$ cat src/rtl/video_capture.sv
// video_capture: crops an 8-bit pixel stream to a programmable window and
// queues the captured pixels in a FIFO that the CPU drains over the byte
// register bus.
// Optional feature macro: VIDEO_CAPTURE_DECIMATE_EN keeps only pixels at even
// offsets from the window start on both axes (2x2 decimation).
module video_capture #(
   parameter int PORT_WIDTH        = 32,
   parameter int BUS_ADDR_DATA_LEN = 8,
   parameter int BASE_ADDR         = 'h00,
   parameter int FIFO_DEPTH        = 64,
   parameter int PIXEL             = 'h00,
   parameter int WIN_START_X_H     = 'h01,
   parameter int WIN_START_X_L     = 'h02,
   parameter int WIN_END_X_H       = 'h03,
   parameter int WIN_END_X_L       = 'h04,
   parameter int WIN_START_Y_H     = 'h05,
   parameter int WIN_START_Y_L     = 'h06,
   parameter int WIN_END_Y_H       = 'h07,
   parameter int WIN_END_Y_L       = 'h08,
   parameter int ACTION            = 'h09,
   parameter int STATUS            = 'h0A,
   parameter int LEVEL             = 'h0B
) (
   input  logic                         clk_core_i,
   input  logic                         rst_i,
   input  logic [BUS_ADDR_DATA_LEN-1:0] addr_i,
   input  logic                         wrb_i,
   input  logic [PORT_WIDTH-1:0]        bus_i,
   input  logic                         rdb_i,
   output logic [PORT_WIDTH-1:0]        bus_o,
   input  logic                         v_sync_i,
   input  logic                         h_sync_i,
   input  logic                         video_en_i,
   input  logic [7:0]                   video_i
);

   typedef enum logic [1:0] {S_IDLE, S_ARMED, S_CAPTURE, S_DONE} state_t;

   localparam int AW    = BUS_ADDR_DATA_LEN;
   localparam int PTR_W = $clog2(FIFO_DEPTH);
   localparam int CNT_W = PTR_W + 1;

   localparam logic [AW-1:0] A_PIXEL = AW'(BASE_ADDR + PIXEL);
   localparam logic [AW-1:0] A_SXH   = AW'(BASE_ADDR + WIN_START_X_H);
   localparam logic [AW-1:0] A_SXL   = AW'(BASE_ADDR + WIN_START_X_L);
   localparam logic [AW-1:0] A_EXH   = AW'(BASE_ADDR + WIN_END_X_H);
   localparam logic [AW-1:0] A_EXL   = AW'(BASE_ADDR + WIN_END_X_L);
   localparam logic [AW-1:0] A_SYH   = AW'(BASE_ADDR + WIN_START_Y_H);
   localparam logic [AW-1:0] A_SYL   = AW'(BASE_ADDR + WIN_START_Y_L);
   localparam logic [AW-1:0] A_EYH   = AW'(BASE_ADDR + WIN_END_Y_H);
   localparam logic [AW-1:0] A_EYL   = AW'(BASE_ADDR + WIN_END_Y_L);
   localparam logic [AW-1:0] A_ACT   = AW'(BASE_ADDR + ACTION);
   localparam logic [AW-1:0] A_STAT  = AW'(BASE_ADDR + STATUS);
   localparam logic [AW-1:0] A_LVL   = AW'(BASE_ADDR + LEVEL);

   localparam logic [CNT_W-1:0] FULL_CNT = CNT_W'(FIFO_DEPTH);

   state_t           state;
   logic             ovf;
   logic [9:0]       x, y, x_inc, y_inc;
   logic             en_q, en_fall;
   logic [9:0]       start_x, end_x, start_y, end_y;
   logic             in_win, dec_ok, capture;
   logic             cap_q;
   logic [7:0]       pix_q;
   logic [7:0]       mem [FIFO_DEPTH];
   logic [PTR_W-1:0] wr_ptr, rd_ptr;
   logic [CNT_W-1:0] count;
   logic             empty, full;
   logic             pix_rd, pix_rd_q, pop, push_ok, overflow;
   logic             arm, abort, flush;
   logic [PORT_WIDTH-1:0] rdata;
   logic             unused_bits;

   assign unused_bits = ^{bus_i[PORT_WIDTH-1:8], h_sync_i};

   assign arm    = wrb_i && (addr_i == A_ACT) && (bus_i[7:0] == 8'h01);
   assign abort  = wrb_i && (addr_i == A_ACT) && (bus_i[7:0] == 8'h02);
   assign flush  = arm || abort;

   assign empty    = (count == '0);
   assign full     = (count == FULL_CNT);
   assign pix_rd   = rdb_i && (addr_i == A_PIXEL);
   assign pop      = pix_rd && !pix_rd_q && !empty;
   // A pop in the same cycle frees the slot, so a full FIFO still accepts.
   assign push_ok  = cap_q && (!full || pop);
   assign overflow = cap_q && full && !pop;

   assign x_inc   = (x == 10'd1023) ? x : x + 10'd1;
   assign y_inc   = (y == 10'd1023) ? y : y + 10'd1;
   assign en_fall = en_q && !video_en_i;

   // Window hit and optional decimation for the pixel on the inputs now.
   always_comb begin
      in_win = (x >= start_x) && (x <= end_x) && (y >= start_y) && (y <= end_y);
`ifdef VIDEO_CAPTURE_DECIMATE_EN
      dec_ok = ((x[0] ^ start_x[0]) == 1'b0) && ((y[0] ^ start_y[0]) == 1'b0);
`else
      dec_ok = 1'b1;
`endif
      capture = (state == S_CAPTURE) && video_en_i && in_win && dec_ok;
   end

   // Pixel coordinate counters.
   always_ff @(posedge clk_core_i or posedge rst_i) begin
      if (rst_i) begin
         x    <= '0;
         y    <= '0;
         en_q <= 1'b0;
      end else begin
         en_q <= video_en_i;
         x    <= video_en_i ? x_inc : '0;
         if (v_sync_i)
            y <= '0;
         else if (en_fall)
            y <= y_inc;
      end
   end

   // Input register stage; a flush cancels the pixel being sampled.
   always_ff @(posedge clk_core_i or posedge rst_i) begin
      if (rst_i) begin
         cap_q    <= 1'b0;
         pix_q    <= '0;
         pix_rd_q <= 1'b0;
      end else begin
         cap_q    <= capture && !flush;
         pix_q    <= video_i;
         pix_rd_q <= pix_rd;
      end
   end

   // Capture state machine with sticky overflow flag.
   always_ff @(posedge clk_core_i or posedge rst_i) begin
      if (rst_i) begin
         state <= S_IDLE;
         ovf   <= 1'b0;
      end else if (arm) begin
         state <= S_ARMED;
         ovf   <= 1'b0;
      end else if (abort) begin
         state <= S_IDLE;
      end else begin
         case (state)
            S_ARMED:   if (v_sync_i) state <= S_CAPTURE;
            S_CAPTURE: begin
               if (v_sync_i)
                  state <= S_DONE;
               else if (en_fall && (y_inc > end_y))
                  state <= S_DONE;
            end
            default: ;
         endcase
         if (overflow)
            ovf <= 1'b1;
      end
   end

   // Window registers; a START write also loads the matching END half.
   always_ff @(posedge clk_core_i or posedge rst_i) begin
      if (rst_i) begin
         start_x <= '0;
         start_y <= '0;
         end_x   <= 10'd799;
         end_y   <= 10'd719;
      end else if (wrb_i) begin
         case (addr_i)
            A_SXH: begin start_x[9:8] <= bus_i[1:0]; end_x[9:8] <= bus_i[1:0]; end
            A_SXL: begin start_x[7:0] <= bus_i[7:0]; end_x[7:0] <= bus_i[7:0]; end
            A_EXH: end_x[9:8] <= bus_i[1:0];
            A_EXL: end_x[7:0] <= bus_i[7:0];
            A_SYH: begin start_y[9:8] <= bus_i[1:0]; end_y[9:8] <= bus_i[1:0]; end
            A_SYL: begin start_y[7:0] <= bus_i[7:0]; end_y[7:0] <= bus_i[7:0]; end
            A_EYH: end_y[9:8] <= bus_i[1:0];
            A_EYL: end_y[7:0] <= bus_i[7:0];
            default: ;
         endcase
      end
   end

   // FIFO pointers and occupancy.
   always_ff @(posedge clk_core_i or posedge rst_i) begin
      if (rst_i) begin
         wr_ptr <= '0;
         rd_ptr <= '0;
         count  <= '0;
      end else if (flush) begin
         wr_ptr <= '0;
         rd_ptr <= '0;
         count  <= '0;
      end else begin
         if (push_ok) wr_ptr <= wr_ptr + PTR_W'(1);
         if (pop)     rd_ptr <= rd_ptr + PTR_W'(1);
         case ({push_ok, pop})
            2'b10:   count <= count + CNT_W'(1);
            2'b01:   count <= count - CNT_W'(1);
            default: ;
         endcase
      end
   end

   // FIFO storage.
   always_ff @(posedge clk_core_i) begin
      if (push_ok && !flush)
         mem[wr_ptr] <= pix_q;
   end

   // Register read mux.
   always_comb begin
      rdata = '0;
      if (rdb_i) begin
         case (addr_i)
            A_PIXEL: rdata = empty ? '0 : PORT_WIDTH'(mem[rd_ptr]);
            A_SXH:   rdata = PORT_WIDTH'(start_x[9:8]);
            A_SXL:   rdata = PORT_WIDTH'(start_x[7:0]);
            A_EXH:   rdata = PORT_WIDTH'(end_x[9:8]);
            A_EXL:   rdata = PORT_WIDTH'(end_x[7:0]);
            A_SYH:   rdata = PORT_WIDTH'(start_y[9:8]);
            A_SYL:   rdata = PORT_WIDTH'(start_y[7:0]);
            A_EYH:   rdata = PORT_WIDTH'(end_y[9:8]);
            A_EYL:   rdata = PORT_WIDTH'(end_y[7:0]);
            A_STAT:  rdata = PORT_WIDTH'({state == S_DONE, ovf, full, empty,
                                          (state == S_ARMED) || (state == S_CAPTURE)});
            A_LVL:   rdata = PORT_WIDTH'(count);
            default: rdata = '0;
         endcase
      end
   end

   assign bus_o = rdata;

endmodule
$ cat config.mk
export PLATFORM = sky130hd
export DESIGN_NAME = video_capture
export DESIGN_NICKNAME = d
export VERILOG_FILES = /design/src/rtl/video_capture.sv
export SDC_FILE = /design/constraint.sdc
export NUM_CORES = 1
export LEC_CHECK = 0
export ABC_AREA = 1
export CAP_MARGIN = 15
export CORE_MARGIN = 2
export CORE_UTILIZATION = 60
export CTS_CLUSTER_DIAMETER = 40
export CTS_CLUSTER_SIZE = 16
export DETAILED_ROUTE_END_ITERATION = 10
export PLACE_DENSITY = 0.81
export SYNTH_ARGS = -nofsm -noshare
export SYNTH_HDL_FRONTEND = slang
export SYNTH_SLANG_ARGS = --single-unit
$ cat constraint.sdc
create_clock -name clk_core_i -period 3.44 [get_ports clk_core_i]
set_input_delay 0.688 -clock clk_core_i [delete_from_list [all_inputs] [get_ports clk_core_i]]
set_output_delay 0.688 -clock clk_core_i [all_outputs]
set_load 0.05 [all_outputs]
==> metrics <==
status finished with violations; failing checks setup timing; placed insts 3226; P&R area growth vs syn 22.1%; die width 216 um; initial core utilization 0.610; Worst R2R End state[0]; Via density 6.32; GRT met2 Usage 0.512; CTS buffer count 72; Final Non-Filler Cells 3401; Detailed Route WL 80500 um; vias 21500; CTS tree built; yosys warns 0; drt wl/cell 23.7 um; switching share of power 0.282; clk_lat worst skew 0.63 ns; # rows 77; largest net degree at the start of global routing 52; met3 GRT Util 0.0662; Clock Pin Slew Worst Setup and Hold Paths 0.06 ns; # diodes 0; crit path launch type flip-flop; count of nets after finishing 2868; delay-heaviest family, CP simple AND/OR/NAND/NOR gates; Comb power frac 0.150; H-tree levels 3; layout cells sized above 1 0.176; worst path cell trace buf_12 > buf_12 > buf_16 > nand2_1 > nand3_1 > nand3_2 > nand2_2 > nand2_1 > nand3_1 > nand3_2 > nand2_2 > nand2_2 > a21oi_2 > buf_4 > buf_12; cell area after synthesis 27100 um2; vias in the first global route 20500; CP Class flip-flop to output pin; CP max stage delay 0.45 ns; Peak supply drop 0.419 mV; first-pass GRT wire length 115000 um; Cell Int Power 13800 uW; busiest grt layer met2; LEAKAGE 0.0128 uW; clock buffer depth 3; relative slew slack 0.271; Reg power frac 0.436; Final setup viols 8; Filler Cell Count 2600; setup repair after global routing missed its margin yes; initial antenna violation count 0; fin crit period 3.60 ns; DRC 0; Hold WC Path Type input pin to asynchronous set/reset pin; Avg Synthesized Cell Area 10.5 um2; post-route ant nets 0; final period utilization 1.05; f_max 278 MHz; Mapped Cells 2588; Crit Reg-Reg Startpoint y[1]; Worst-Margin Slew 1.09 ns; # port buffers 37; total gr overflow 0; Hold Vio Cnt, Final 0; Final Core Density 0.744; ys async rst share 0.154; core box area 44400 um2; Main synth FF type edfxtp_1; clock skew 0.0464 ns; Arr. time, crit path 2.91 ns; reg2reg setup slack 0.29 ns; CTS root buffer clkbuf_16; Slew Viols, Final 0; Detail Placement HPWL 43700 um; Total GRT Usage 0.321; Required @ worst endpoint 2.75 ns; Yosys reg bits 605; met1 Resource Use GR 0.427; sw power 5450 uW; 1st-pass router iterations 6; DIE HEIGHT 216 um; PD cells 584 nW/um2; final worst setup slack -0.158 ns; Post-synth EDFFs 512; Final Wtd Congestion 0.979; distinct cell type count after synthesis 48; Max Cap Violations 0; Crit path buffers/inverters 5; Num Clock Sinks 605; Worst R2R Path Depth 19; Worst path slowest cell dfrtp_4; Clk pwr share 0.414; Seq/Total Area, Yosys 0.654; cts hold-fix bufs 0; io pins 87; iteration-0 DRC count of the detailed router 3504; Critical Path End Type output pin; die area 46800 um2; worst-path maximum fanout 16
[worst max-delay path by stage]
stage,startpoint,to,slack [ns],cells after the start
3_3_place_gp,addr_i[7],bus_o[1],0.05,11
6_report,rd_ptr[0],bus_o[3],-0.16,15
5_1_grt,rd_ptr[0],bus_o[3],-0.19,15
4_1_cts,rd_ptr[0],bus_o[4],-0.16,14
3_5_place_dp,addr_i[5],count[6],0.006,18
2_1_floorplan,addr_i[7],bus_o[0],0.27,10
[routing by layer]
layer	vias up	wire length (um)
li1	9256	-
met1	10200	27700
met2	1664	37900
met3	366	10500
met4	0	4370
met5	-	0
[per-stage QoR]
step	hold WS (ns)	TNS (ns)	total power (uW)	setup WS, ns	instance area, um2
after global routing	0.500	-1.30	19800	-0.195	33100
after floorplan	0.453	0	9990	0.272	27200
final	0.484	-0.964	19300	-0.158	33100
after detailed placement	0.477	0	10800	0.00603	28900
after global placement	0.469	0	10700	0.0521	28900
after CTS	0.492	-0.843	18900	-0.159	32100
[state kept, by name (all words and copies together) (netlist names)]
register / count
pix_q: 8
wr_ptr: 6
pix_rd_q: 1
ovf: 1
y: 10
start_x: 10
mem: 512
end_y: 10
start_y: 10
x: 10
count: 7
state: 2
en_q: 1
rd_ptr: 6
end_x: 10
cap_q: 1
[layout make-up]
type / instances / area, um2 / share of cell area
Sequential cell: 605 / 17700 / 0.537
Multi-Input combinational cell: 1735 / 8940 / 0.271
Timing Repair Buffer: 205 / 2540 / 0.0768
Clock buffer: 85 / 1970 / 0.0595
Tap cell: 592 / 741 / 0.0224
Clock inverter: 48 / 553 / 0.0167
Inverter: 127 / 508 / 0.0154
Timing Repair inverter: 4 / 65.1 / 0.00197
[power by group through the flow]
stage,registers [uW],clock network [uW],logic (uW)
after floorplan,8450,0,1540
after global placement,8520,0,2180
after detailed placement,8540,0,2260
after CTS,8390,7980,2480
after global routing,8420,8320,3050
final,8410,7990,2880
[logic make-up after synthesis]
logic type / synth area share
compound gates: 0.0335
xor+xnor: 0.00388
fa+ha+maj: 0.0294
buf+inv: 0.0423
flops: 0.654
other cells: 0.000138
simple gates: 0.236
[what timing repair did]
item / CTS / global route
gates resized for setup: 58 / 144
gates cloned: 13 / 19
pin swaps: 9 / 57
buffers inserted: 11 / 1
hold endpoints to repair: 0 / 0
endpoints found under the setup margin: 8 / 10
[cells in the mapped netlist (2+ instances only)]
cell type,instances,share of area
a211oi_1,2,0.00055
a21oi_1,39,0.0072
a31oi_1,5,0.0012
buf_1,24,0.0033
buf_2,23,0.0043
buf_4,24,0.0067
clkbuf_1,72,0.010
clkinv_1,4,0.00055
dfrtp_1,79,0.073
dfstp_2,14,0.014
edfxtp_1,512,0.57
ha_1,62,0.029
inv_1,114,0.016
inv_2,8,0.0011
nand2_1,831,0.12
nand2_2,2,0.00046
nand2_4,3,0.0012
nand3_1,467,0.086
nand3b_1,3,0.00083
nand4_1,14,0.0032
nand4_4,8,0.0063
nor2_1,119,0.016
nor3_1,16,0.0030
nor4_1,3,0.00069
o2111ai_1,4,0.0013
o211ai_1,6,0.0017
o21a_1,2,0.00055
o21ai_0,83,0.015
o21ai_1,2,0.00037
o221ai_1,8,0.0026
o22ai_1,7,0.0016
or2_2,2,0.00046
xnor2_1,2,0.00065
xor2_1,10,0.0032
[placed cells by master (no fill, tap or decap), types with 9 or more instances in the layout]
master,count
conb_1,24
inv_1,111
a21oi_1,31
buf_4,111
nand2_1,776
clkinv_2,10
xor2_1,10
o21ai_0,83
nand3_1,394
buf_16,14
dfrtp_2,9
nand3_2,69
buf_12,27
dfstp_2,14
inv_6,11
nand2_2,52
edfxtp_1,512
dfrtp_1,68
nand4_1,14
nor2_1,119
ha_1,62
clkbuf_16,92
nor3_1,16
clkdlybuf4s50_1,29
Power figures use the tool's default switching activity.
